$ cat config.mk
export PLATFORM = sky130hd
export DESIGN_NAME = apb_master
export DESIGN_NICKNAME = d
export VERILOG_FILES = /design/src/rtl/apb_master.sv
export SDC_FILE = /design/constraint.sdc
export NUM_CORES = 1
export LEC_CHECK = 0
export CORE_MARGIN = 10
export CORE_UTILIZATION = 36
export CTS_CLUSTER_DIAMETER = 40
export DETAILED_ROUTE_END_ITERATION = 12
export GPL_ROUTABILITY_DRIVEN = 0
export GPL_TIMING_DRIVEN = 1
export PLACE_DENSITY = 0.75
export SLEW_MARGIN = 20
export SYNTH_ARGS = -nofsm -noshare
export SYNTH_HDL_FRONTEND = slang
export SYNTH_SLANG_ARGS = --single-unit
export TNS_END_PERCENT = 20
$ cat constraint.sdc
create_clock -name PCLK -period 1.4 [get_ports PCLK]
set_input_delay 0.14 -clock PCLK [delete_from_list [all_inputs] [get_ports PCLK]]
set_output_delay 0.14 -clock PCLK [all_outputs]
set_load 0.01 [all_outputs]
$ cat src/rtl/apb_master.sv
// APB master bridge: takes one valid/ready command at a time and runs it as an APB
// SETUP/ACCESS transfer, returning read data or a timeout error on a one-cycle strobe.
module apb_master #(
   parameter int unsigned ADDWIDTH  = 8,
   parameter int unsigned DATAWIDTH = 32,
   parameter int unsigned TIMEOUT   = 16
) (
   input  logic                   PCLK,
   input  logic                   PRESETn,
   input  logic                   req_valid,
   output logic                   req_ready,
   input  logic                   req_write,
   input  logic [ADDWIDTH-1:0]    req_addr,
   input  logic [DATAWIDTH-1:0]   req_wdata,
   input  logic [DATAWIDTH/8-1:0] req_strb,
   output logic                   rsp_valid,
   output logic                   rsp_err,
   output logic [DATAWIDTH-1:0]   rsp_rdata,
   output logic                   PSEL,
   output logic                   PENABLE,
   output logic                   PWRITE,
   output logic [ADDWIDTH-1:0]    PADDR,
   output logic [DATAWIDTH-1:0]   PWDATA,
   output logic [DATAWIDTH/8-1:0] PSTRB,
   input  logic                   PREADY,
   input  logic [DATAWIDTH-1:0]   PRDATA
);

   localparam int unsigned CntW = (TIMEOUT > 2) ? $clog2(TIMEOUT) : 1;
   localparam logic [CntW-1:0] CntMax = CntW'(TIMEOUT - 1);

   typedef enum logic [1:0] {StIdle, StSetup, StAccess} state_e;

   state_e          state;
   logic [CntW-1:0] wait_cnt;

   always_ff @(posedge PCLK or negedge PRESETn) begin
      if (!PRESETn) begin
         state     <= StIdle;
         wait_cnt  <= '0;
         req_ready <= 1'b0;
         rsp_valid <= 1'b0;
         rsp_err   <= 1'b0;
         rsp_rdata <= '0;
         PSEL      <= 1'b0;
         PENABLE   <= 1'b0;
         PWRITE    <= 1'b0;
         PADDR     <= '0;
         PWDATA    <= '0;
         PSTRB     <= '0;
      end else begin
         // Response fields are strobes: zero unless set below this cycle.
         rsp_valid <= 1'b0;
         rsp_err   <= 1'b0;
         rsp_rdata <= '0;
         unique case (state)
            StIdle: begin
               if (req_ready && req_valid) begin
                  PWRITE    <= req_write;
                  PADDR     <= req_addr;
                  PWDATA    <= req_write ? req_wdata : '0;
                  PSTRB     <= req_write ? req_strb : '0;
                  PSEL      <= 1'b1;
                  req_ready <= 1'b0;
                  state     <= StSetup;
               end else begin
                  req_ready <= 1'b1;
               end
            end
            StSetup: begin
               PENABLE  <= 1'b1;
               wait_cnt <= '0;
               state    <= StAccess;
            end
            StAccess: begin
               if (PREADY) begin
                  PSEL      <= 1'b0;
                  PENABLE   <= 1'b0;
                  req_ready <= 1'b1;
                  rsp_valid <= 1'b1;
                  rsp_rdata <= PWRITE ? '0 : PRDATA;
                  state     <= StIdle;
               end else if (wait_cnt == CntMax) begin
                  PSEL      <= 1'b0;
                  PENABLE   <= 1'b0;
                  req_ready <= 1'b1;
                  rsp_valid <= 1'b1;
                  rsp_err   <= 1'b1;
                  state     <= StIdle;
               end else begin
                  wait_cnt <= wait_cnt + 1'b1;
               end
            end
            default: begin
               PSEL      <= 1'b0;
               PENABLE   <= 1'b0;
               req_ready <= 1'b0;
               state     <= StIdle;
            end
         endcase
      end
   end

endmodule

; Word level (Yosys, flattened, before mapping)
; Index checks and enable logic that the tools add are counted.
[totals]
reg_bits = 88
in_bits = 81
output_inout_bits = 82
elab_cells = 57
[classes]
add_sub_neg = 1
eq_ne = 7
n_mux = 26
n_bitwise = 2
reduce_logical = 9
[op_table]
columns = operator, n
row1 = 32-bit 2-to-1 mux, 4
row2 = 4-bit 2-to-1 mux, 3
row3 = 1-bit 2-to-1 mux, 11
row4 = 1-bit one-hot mux with 3 select lines, 3
row5 = 4-bit one-hot mux with 2 select lines, 1
row6 = 2-bit AND reduction, 4
row7 = 2-bit 2-to-1 mux, 3
row8 = 2-bit != test (second input constant), 3
row9 = 2-bit one-hot mux with 3 select lines, 1
row10 = 3-bit AND reduction, 2
row11 = 4-bit by 1-bit adder with 4-bit output (second input constant), 1
row12 = 4-bit equality test (second input constant), 1
row13 = 3-bit != test (second input constant), 1
row14 = 2-bit by 1-bit equality test with 1-bit output (second input constant), 1
row15 = 2-bit equality test (second input constant), 1
row16 = 2-bit logical NOT, 1
row17 = 1-bit inverter, 2
row18 = 2-bit nonzero test, 1
row19 = 1-bit logical AND, 1

; Depth between registers and ports, before layout
; Gate-level depths: netlist of the first run.
[logic_depth]
ltp_word = 4
ltp_mapped = 5
mapped_depth_nobuf = 4

; Worst setup path after synthesis of the first run
; OpenSTA, ideal clock, no wires.
[synth_path]
path_kind = register -> register
from = reg wait_cnt[0]
to = reg wait_cnt[0]
setup_time_ns = 0.126
t_arrival_ns = 1.318
required_time_ns = 1.274
setup_slack_ns = -0.044
path_stages_with_launch = 5
n_path_buf = 0
period_less_slack_ns = 1.444
path_cell_list = dfrtp_1 ha_1 a31oi_2 a21boi_1 a221o_1
[synth_via]
elab_chain_len = 4
[synth_lines]
columns = item, line
row1 = from (decl), 35  ; logic [CntW-1:0] wait_cnt;
row2 = from (signal assigned), 91  ; wait_cnt <= wait_cnt + 1'b1;
row3 = 4-bit by 1-bit adder with 4-bit output, 91
row4 = 4-bit 2-to-1 mux, 83  ; end else if (wait_cnt == CntMax) begin
row5 = 4-bit 2-to-1 mux, 76  ; if (PREADY) begin
row6 = 4-bit one-hot mux with 2 select lines, 56  ; unique case (state)
; Several ways; a longest one is shown, not always the timed one. The select of a mux whose other input is x is not followed.
; A chain may end at the register's enable or synchronous reset.

; Worst setup path in the final report of the first run
[layout_path]
from = reg rsp_rdata[27]
to = out rsp_rdata[27]
[layout_lines]
columns = item, line
row1 = from (decl), 18  ; output logic [DATAWIDTH-1:0] rsp_rdata,
row2 = from (signal assigned), 81  ; rsp_rdata <= PWRITE ? '0 : PRDATA;
; No word-level cell between the ends.

==> results of run 1 <==
==> worst max path at each step <==
stage                                  from                      end  slack, ns  cells after the start
floorplan           wait_cnt[0]$_DFFE_PN0P_  wait_cnt[0]$_DFFE_PN0P_       0.01                      4
global placement                     PREADY   rsp_rdata[1]$_DFF_PN0_      -0.04                      4
detailed placement                   PREADY  wait_cnt[3]$_DFFE_PN0P_      -0.07                      4
CTS                 rsp_rdata[19]$_DFF_PN0_            rsp_rdata[19]    0.00008                      1
global route           state[1]$_DFFE_PN0P_   PWDATA[19]$_DFFE_PN0P_      -0.03                      4
finish              rsp_rdata[27]$_DFF_PN0_            rsp_rdata[27]       0.04                      1
==> logic make-up after synthesis <==
| group | share of synthesized area |
|---|---|
| flip-flops | 0.660 |
| AO/OA/AOI/OAI | 0.0844 |
| AND/OR/NAND/NOR | 0.183 |
| adder cells (fa/ha/maj) | 0.00375 |
| multiplexers | 0.0360 |
| buffers and inverters | 0.0326 |
==> registers in the layout, summed over array words and instances (netlist names), 2 cells and up <==
name and cells:
PSTRB 4, PADDR 8, state 2, rsp_rdata 32, PWDATA 32, wait_cnt 4
==> metrics by stage <==
stage / cells / cell area (um^2) / TNS (ns) / hold slack, ns / power (W)
final: 585 / 5500 / 0 / 0.337 / 0.00941
after global placement: 565 / 5200 / -1.42 / 0.213 / 0.00787
after detailed placement: 565 / 5200 / -2.21 / 0.220 / 0.00800
after global routing: 585 / 5500 / -0.0262 / 0.322 / 0.0101
after floorplan: 293 / 3360 / 0 / -0.156 / 0.00552
after CTS: 582 / 5390 / 0 / 0.316 / 0.00957
==> cells in the mapped netlist (all sizes together) <==
master   count
a21boi       1
ha           1
a31o         1
nand4bb      1
nand2b       2
a221o        1
o21ai       40
nor2b        1
a211oi       1
buf          8
and2        32
a31oi        2
inv          4
nor2         4
nor3b        2
nor4         2
clkbuf       9
nand2       73
a21oi        4
nor3         3
nand3        2
mux2         9
dfrtp       88
nand4b       1
o2bb2ai      1
==> layout make-up <==
class                           count  area (um^2)  share of cell area
Sequential cell                    88         2200               0.401
Inverter                            4         15.0             0.00273
Timing Repair Buffer              182         1860               0.338
Clock inverter                      4         76.3              0.0139
Tap cell                          111          139              0.0253
Clock buffer                       12          155              0.0282
Multi-Input combinational cell    184         1050               0.191
==> metal layers <==
layer | part of all wire | GRT usage | up-vias | wire (um)
met5 | 0 | 0 | - | 0
met4 | 0.011 | 0.0450 | 0 | 104
met3 | 0.12 | 0.0781 | 12 | 1140
met2 | 0.47 | 0.213 | 110 | 4410
met1 | 0.40 | 0.151 | 1277 | 3710
li1 | - | - | 1303 | -
==> power breakdown <==
part	switching [W]	total, W	internal [W]
logic	0.00172	0.00362	0.00190
registers	0.000428	0.00381	0.00338
clock network	0.000880	0.00199	0.00111
==> what timing repair did <==
action	in CTS	in global routing
endpoints found under the setup margin	43	67
gates resized for setup	44	33
buffers inserted	0	3
hold buffers	1	0
gates cloned	0	0
endpoints found under the hold margin	88	0
==> reports/qor.txt, run 1 <==
run status -> finished, final reports clean
setup violators final -> 0
Setup Skew -> 0.0120 ns
hold_sp -> PRDATA[21]
number of violations reported at the end of detailed-routing iteration 0 -> 127
WL final -> 9360 um
wire length of the first global-routing pass -> 14500 um
capture endpoint of the worst hold path -> rsp_rdata[21]$_DFF_PN0_
pre-CTS setup slack -> -0.0729 ns
largest net degree at the start of global routing -> 89
antenna diode count -> 0
post-synthesis instance total -> 293
top fanout value on the critical path -> 1
1st-pass router iterations -> 4
via count -> 2702
count of yosys warnings during synthesis -> 0
synthesized netlist net count -> 375
CP Cell Sequence -> clkdlybuf4s50_1
worst-case vdd ir drop -> 0.671 mV
mean post-synth cell area -> 11.4 um^2
actual slew at the worst max-slew pin -> 0.466 ns
fraction of the core area covered by cells at the end of the flow -> 0.603
remaining max-slew budget at the tightest pin -> 0.689
static leakage power -> 3.09 nW
number of antenna violations at the first check in global routing -> 0
distinct cell type count of the synthesized netlist -> 33
count of fill cells added during filler insertion -> 777
crit share post-route -> 0.970
number of maximum-capacitance violations -> 0
Num CTS Buffers -> 9
WP data required -> 1.26 ns
DRC errors left -> 0
commonest cells after routing, fill and taps aside -> 87 x clkdlybuf4s50_1, 86 x dfrtp_1, 73 x nand2_1
Worst-path clk slew -> 0.09 ns
overflow left after global routing -> 0
Max Slew Vio Count -> 0
combined global-route utilization of all metal layers -> 0.136
number of levels the H-tree was split into -> 3
initial core utilization -> 0.366
time the final worst path needs with I/O delays and setup -> 1.36 ns
Critical-path top delay cell -> clkdlybuf4s50_1
clk_lat worst skew -> 0.35 ns
Worst Reg2Reg Path Length in Cells -> 4
number of buffers added on ports -> 162
floorplan core area -> 0.00911 mm^2
type of the most critical hold path -> in2reg
endpoint kind of the worst setup timing path -> output pin
net count of the finished layout -> 551
Critical Path AT -> 1.22 ns
critical path class -> reg2out
maximum clock path buffer count -> 2
startpoint of the worst-slack reg-to-reg timing path -> wait_cnt[0]$_DFFE_PN0P_
CTS Sinks -> 88
TritonCTS clock tree -> done
Final Hold Vio Count -> 0
layout cell share with drive strength beyond 1 -> 0.112
Via density -> 4.62
largest area contributor in the synthesized netlist -> dfrtp_1
half-perimeter wire length of the detailed placement result -> 7040 um
post-route ant nets -> 0
sequential share of the synthesized area -> 0.660
number of top-level pins -> 163
height of the die -> 116 um
Worst Hold Path Cells -> 2
floorplan row count -> 35
top cell type's share of synthesized area -> 0.660
number of global-route vias before repair -> 2782
growth of design area from synthesis to finish -> 64.8%
most common cell after layout, fill and taps aside -> clkdlybuf4s50_1
Max Fclk -> 736 MHz
type of element launching the critical path -> register
die footprint -> 0.0135 mm^2
wire length per cell -> 16.0 um
gate family responsible for the most delay along the worst path -> buffers and inverters
Synth Register Bits -> 88
Critical path buffers and inverters -> 1
dominant cells by area after synthesis -> dfrtp_1 66%, nand2_1 8.2%, and2_1 6.0%
root buffer selected by CTS -> clkbuf_8
final worst setup slack -> 0.0422 ns
horizontal die dimension -> 116 um
delay contributed by the slowest stage of the critical path -> 0.53 ns
reg2reg end -> wait_cnt[0]$_DFFE_PN0P_
flop-to-flop setup slack -> 0.06 ns
P per Cell Area -> 1710 mW/mm^2
Syn Std Cell Area -> 0.00333 mm^2
(Power assumes the default switching activity.)
==> run 2, diff against run 1 <==
--- a/config.mk
+++ b/config.mk
@@ -11,6 +11,7 @@
 export DETAILED_ROUTE_END_ITERATION = 12
 export GPL_ROUTABILITY_DRIVEN = 0
 export GPL_TIMING_DRIVEN = 1
+export MAX_ROUTING_LAYER = met4
 export PLACE_DENSITY = 0.75
 export SLEW_MARGIN = 20
 export SYNTH_ARGS = -nofsm -noshare
==> run 2 against run 1 <==
Flip-flop and latch count unchanged; largest cell class unchanged; count of clock-buffer cells in the layout unchanged; cell area about the same.
==> reports/qor.txt, run 2 (synthesis results as in run 1) <==
run status -> finished, final reports clean (unchanged)
Max Fclk -> 735 MHz (was 736 MHz)
combined global-route utilization of all metal layers -> 0.139 (was 0.136)
TritonCTS clock tree -> done (unchanged)
post-route ant nets -> 0 (unchanged)
gate family responsible for the most delay along the worst path -> buffers and inverters (unchanged)
Max Slew Vio Count -> 0 (unchanged)
flop-to-flop setup slack -> 0.06 ns (about the same)
Final Hold Vio Count -> 0 (unchanged)
commonest cells after routing, fill and taps aside -> 88 x clkdlybuf4s50_1, 86 x dfrtp_1, 73 x nand2_1 (was 87 x clkdlybuf4s50_1, 86 x dfrtp_1, 73 x nand2_1)
timing endpoint of the critical path -> rsp_rdata[27] (unchanged)
floorplan core area -> 0.00911 mm^2 (unchanged)
Critical path buffers and inverters -> 1 (unchanged)
actual slew at the worst max-slew pin -> 0.466 ns (about the same)
via count -> 2709 (was 2702)
remaining max-slew budget at the tightest pin -> 0.689 (about the same)
most common cell after layout, fill and taps aside -> clkdlybuf4s50_1 (unchanged)
clk_lat worst skew -> 0.35 ns (about the same)
Num CTS Buffers -> 9 (unchanged)
launch point of the worst path -> rsp_rdata[27]$_DFF_PN0_ (unchanged)
net count of the finished layout -> 551 (unchanged)
WP data required -> 1.26 ns (about the same)
count of cell instances traversed by the critical path -> 1 (unchanged)
1st-pass router iterations -> 4 (unchanged)
CTS Sinks -> 88 (unchanged)
P per Cell Area -> 1710 mW/mm^2 (about the same)
WL final -> 9380 um (was 9360 um)
number of maximum-capacitance violations -> 0 (unchanged)
fraction of the core area covered by cells at the end of the flow -> 0.603 (about the same)
Worst-path clk slew -> 0.09 ns (about the same)
startpoint of the worst-slack reg-to-reg timing path -> wait_cnt[0]$_DFFE_PN0P_ (unchanged)
worst-case vdd ir drop -> 0.672 mV (was 0.671 mV)
reg2reg end -> wait_cnt[0]$_DFFE_PN0P_ (unchanged)
initial core utilization -> 0.366 (unchanged)
layout cell share with drive strength beyond 1 -> 0.112 (unchanged)
placed instance count -> 565 (unchanged)
wire length of the first global-routing pass -> 14400 um (was 14500 um)
DRC errors left -> 0 (unchanged)
crit share post-route -> 0.971 (was 0.970)
final standard cell count with taps included and fillers excluded -> 585 (unchanged)
Critical Path AT -> 1.22 ns (about the same)
growth of design area from synthesis to finish -> 64.8% (about the same)
delay contributed by the slowest stage of the critical path -> 0.53 ns (about the same)
maximum clock path buffer count -> 2 (unchanged)
static leakage power -> 3.07 nW (was 3.09 nW)
Critical-path top delay cell -> clkdlybuf4s50_1 (unchanged)
endpoint kind of the worst setup timing path -> output pin (unchanged)
critical path class -> reg2out (unchanged)
horizontal die dimension -> 116 um (unchanged)
number of levels the H-tree was split into -> 3 (unchanged)
antenna diode count -> 0 (unchanged)
CP Cell Sequence -> clkdlybuf4s50_1 (unchanged)
die footprint -> 0.0135 mm^2 (unchanged)
type of the most critical hold path -> in2reg (unchanged)
height of the die -> 116 um (unchanged)
worst hold slack -> 0.336 ns (was 0.337 ns)
Top Registers -> PWDATA: 32 flops, rsp_rdata: 32 flops, PADDR: 8 flops (unchanged)
overflow left after global routing -> 0 (unchanged)
Setup Skew -> 0.0133 ns (was 0.0120 ns)
setup violators final -> 0 (unchanged)
wire length per cell -> 16.0 um (about the same)
number of antenna violations at the first check in global routing -> 0 (unchanged)
count of fill cells added during filler insertion -> 777 (unchanged)
number of global-route vias before repair -> 2812 (was 2782)
half-perimeter wire length of the detailed placement result -> 7040 um (unchanged)
number of violations reported at the end of detailed-routing iteration 0 -> 135 (was 127)
type of element launching the critical path -> register (unchanged)
largest net degree at the start of global routing -> 89 (unchanged)
Via density -> 4.63 (was 4.62)
Worst Reg2Reg Path Length in Cells -> 4 (unchanged)
number of buffers added on ports -> 162 (unchanged)
floorplan row count -> 35 (unchanged)
time the final worst path needs with I/O delays and setup -> 1.36 ns (about the same)
top fanout value on the critical path -> 1 (unchanged)
number of top-level pins -> 163 (unchanged)
root buffer selected by CTS -> clkbuf_8 (unchanged)
## run 2: layer usage
metal	global-route usage	routed length, um	part of all wire
met5	-	0	0
met4	0.0450	104	0.011
met3	0.0591	882	0.094
met2	0.215	4430	0.47
met1	0.161	3970	0.42
## run 2: layout make-up
| class | instances | area (um^2) | area share |
|---|---|---|---|
| multi-input cells | 184 | 1050 | 0.191 |
| clock inverters | 4 | 76.3 | 0.0139 |
| repair buffers | 182 | 1860 | 0.338 |
| well taps | 111 | 139 | 0.0253 |
| inverters | 4 | 15.0 | 0.00273 |
| clock buffers | 12 | 155 | 0.0282 |
| flip-flops and latches | 88 | 2200 | 0.401 |
## run 2: what timing repair did
| item | in CTS | in global routing |
|---|---|---|
| setup buffers | 0 | 3 |
| setup endpoints to repair | 43 | 66 |
| gates resized for setup | 44 | 32 |
| endpoints found under the hold margin | 88 | 0 |
| hold buffers | 1 | 0 |
## run 2: power by group
part	total, W	switching [W]	internal (W)
combinational	0.00362	0.00172	0.00190
sequential	0.00381	0.000430	0.00338
clock	0.00199	0.000882	0.00111
## run 2: worst min-delay path by stage
stage | from | end | slack [ns] | cells past startpoint
after floorplan | PRESETn | PADDR[0]$_DFFE_PN0P_ | -0.16 | 0
after global placement | PRESETn | PWDATA[12]$_DFFE_PN0P_ | 0.21 | 2
after detailed placement | PRESETn | PADDR[1]$_DFFE_PN0P_ | 0.22 | 2
after CTS | PRDATA[21] | rsp_rdata[21]$_DFF_PN0_ | 0.32 | 2
after global routing | PRDATA[13] | rsp_rdata[13]$_DFF_PN0_ | 0.32 | 2
final | PRDATA[21] | rsp_rdata[21]$_DFF_PN0_ | 0.34 | 2
## run 2: through the flow
| stage | setup WS (ns) | total power (W) | area (um^2) | TNS [ns] |
|---|---|---|---|---|
| floorplan | 0.00964 | 0.00552 | 3360 | 0 |
| global placement | -0.0360 | 0.00787 | 5200 | -1.42 |
| detailed placement | -0.0729 | 0.00800 | 5200 | -2.21 |
| CTS | 0.0000814 | 0.00957 | 5390 | 0 |
| global route | -0.0262 | 0.0101 | 5490 | -0.0262 |
| finish | 0.0401 | 0.00942 | 5490 | 0 |
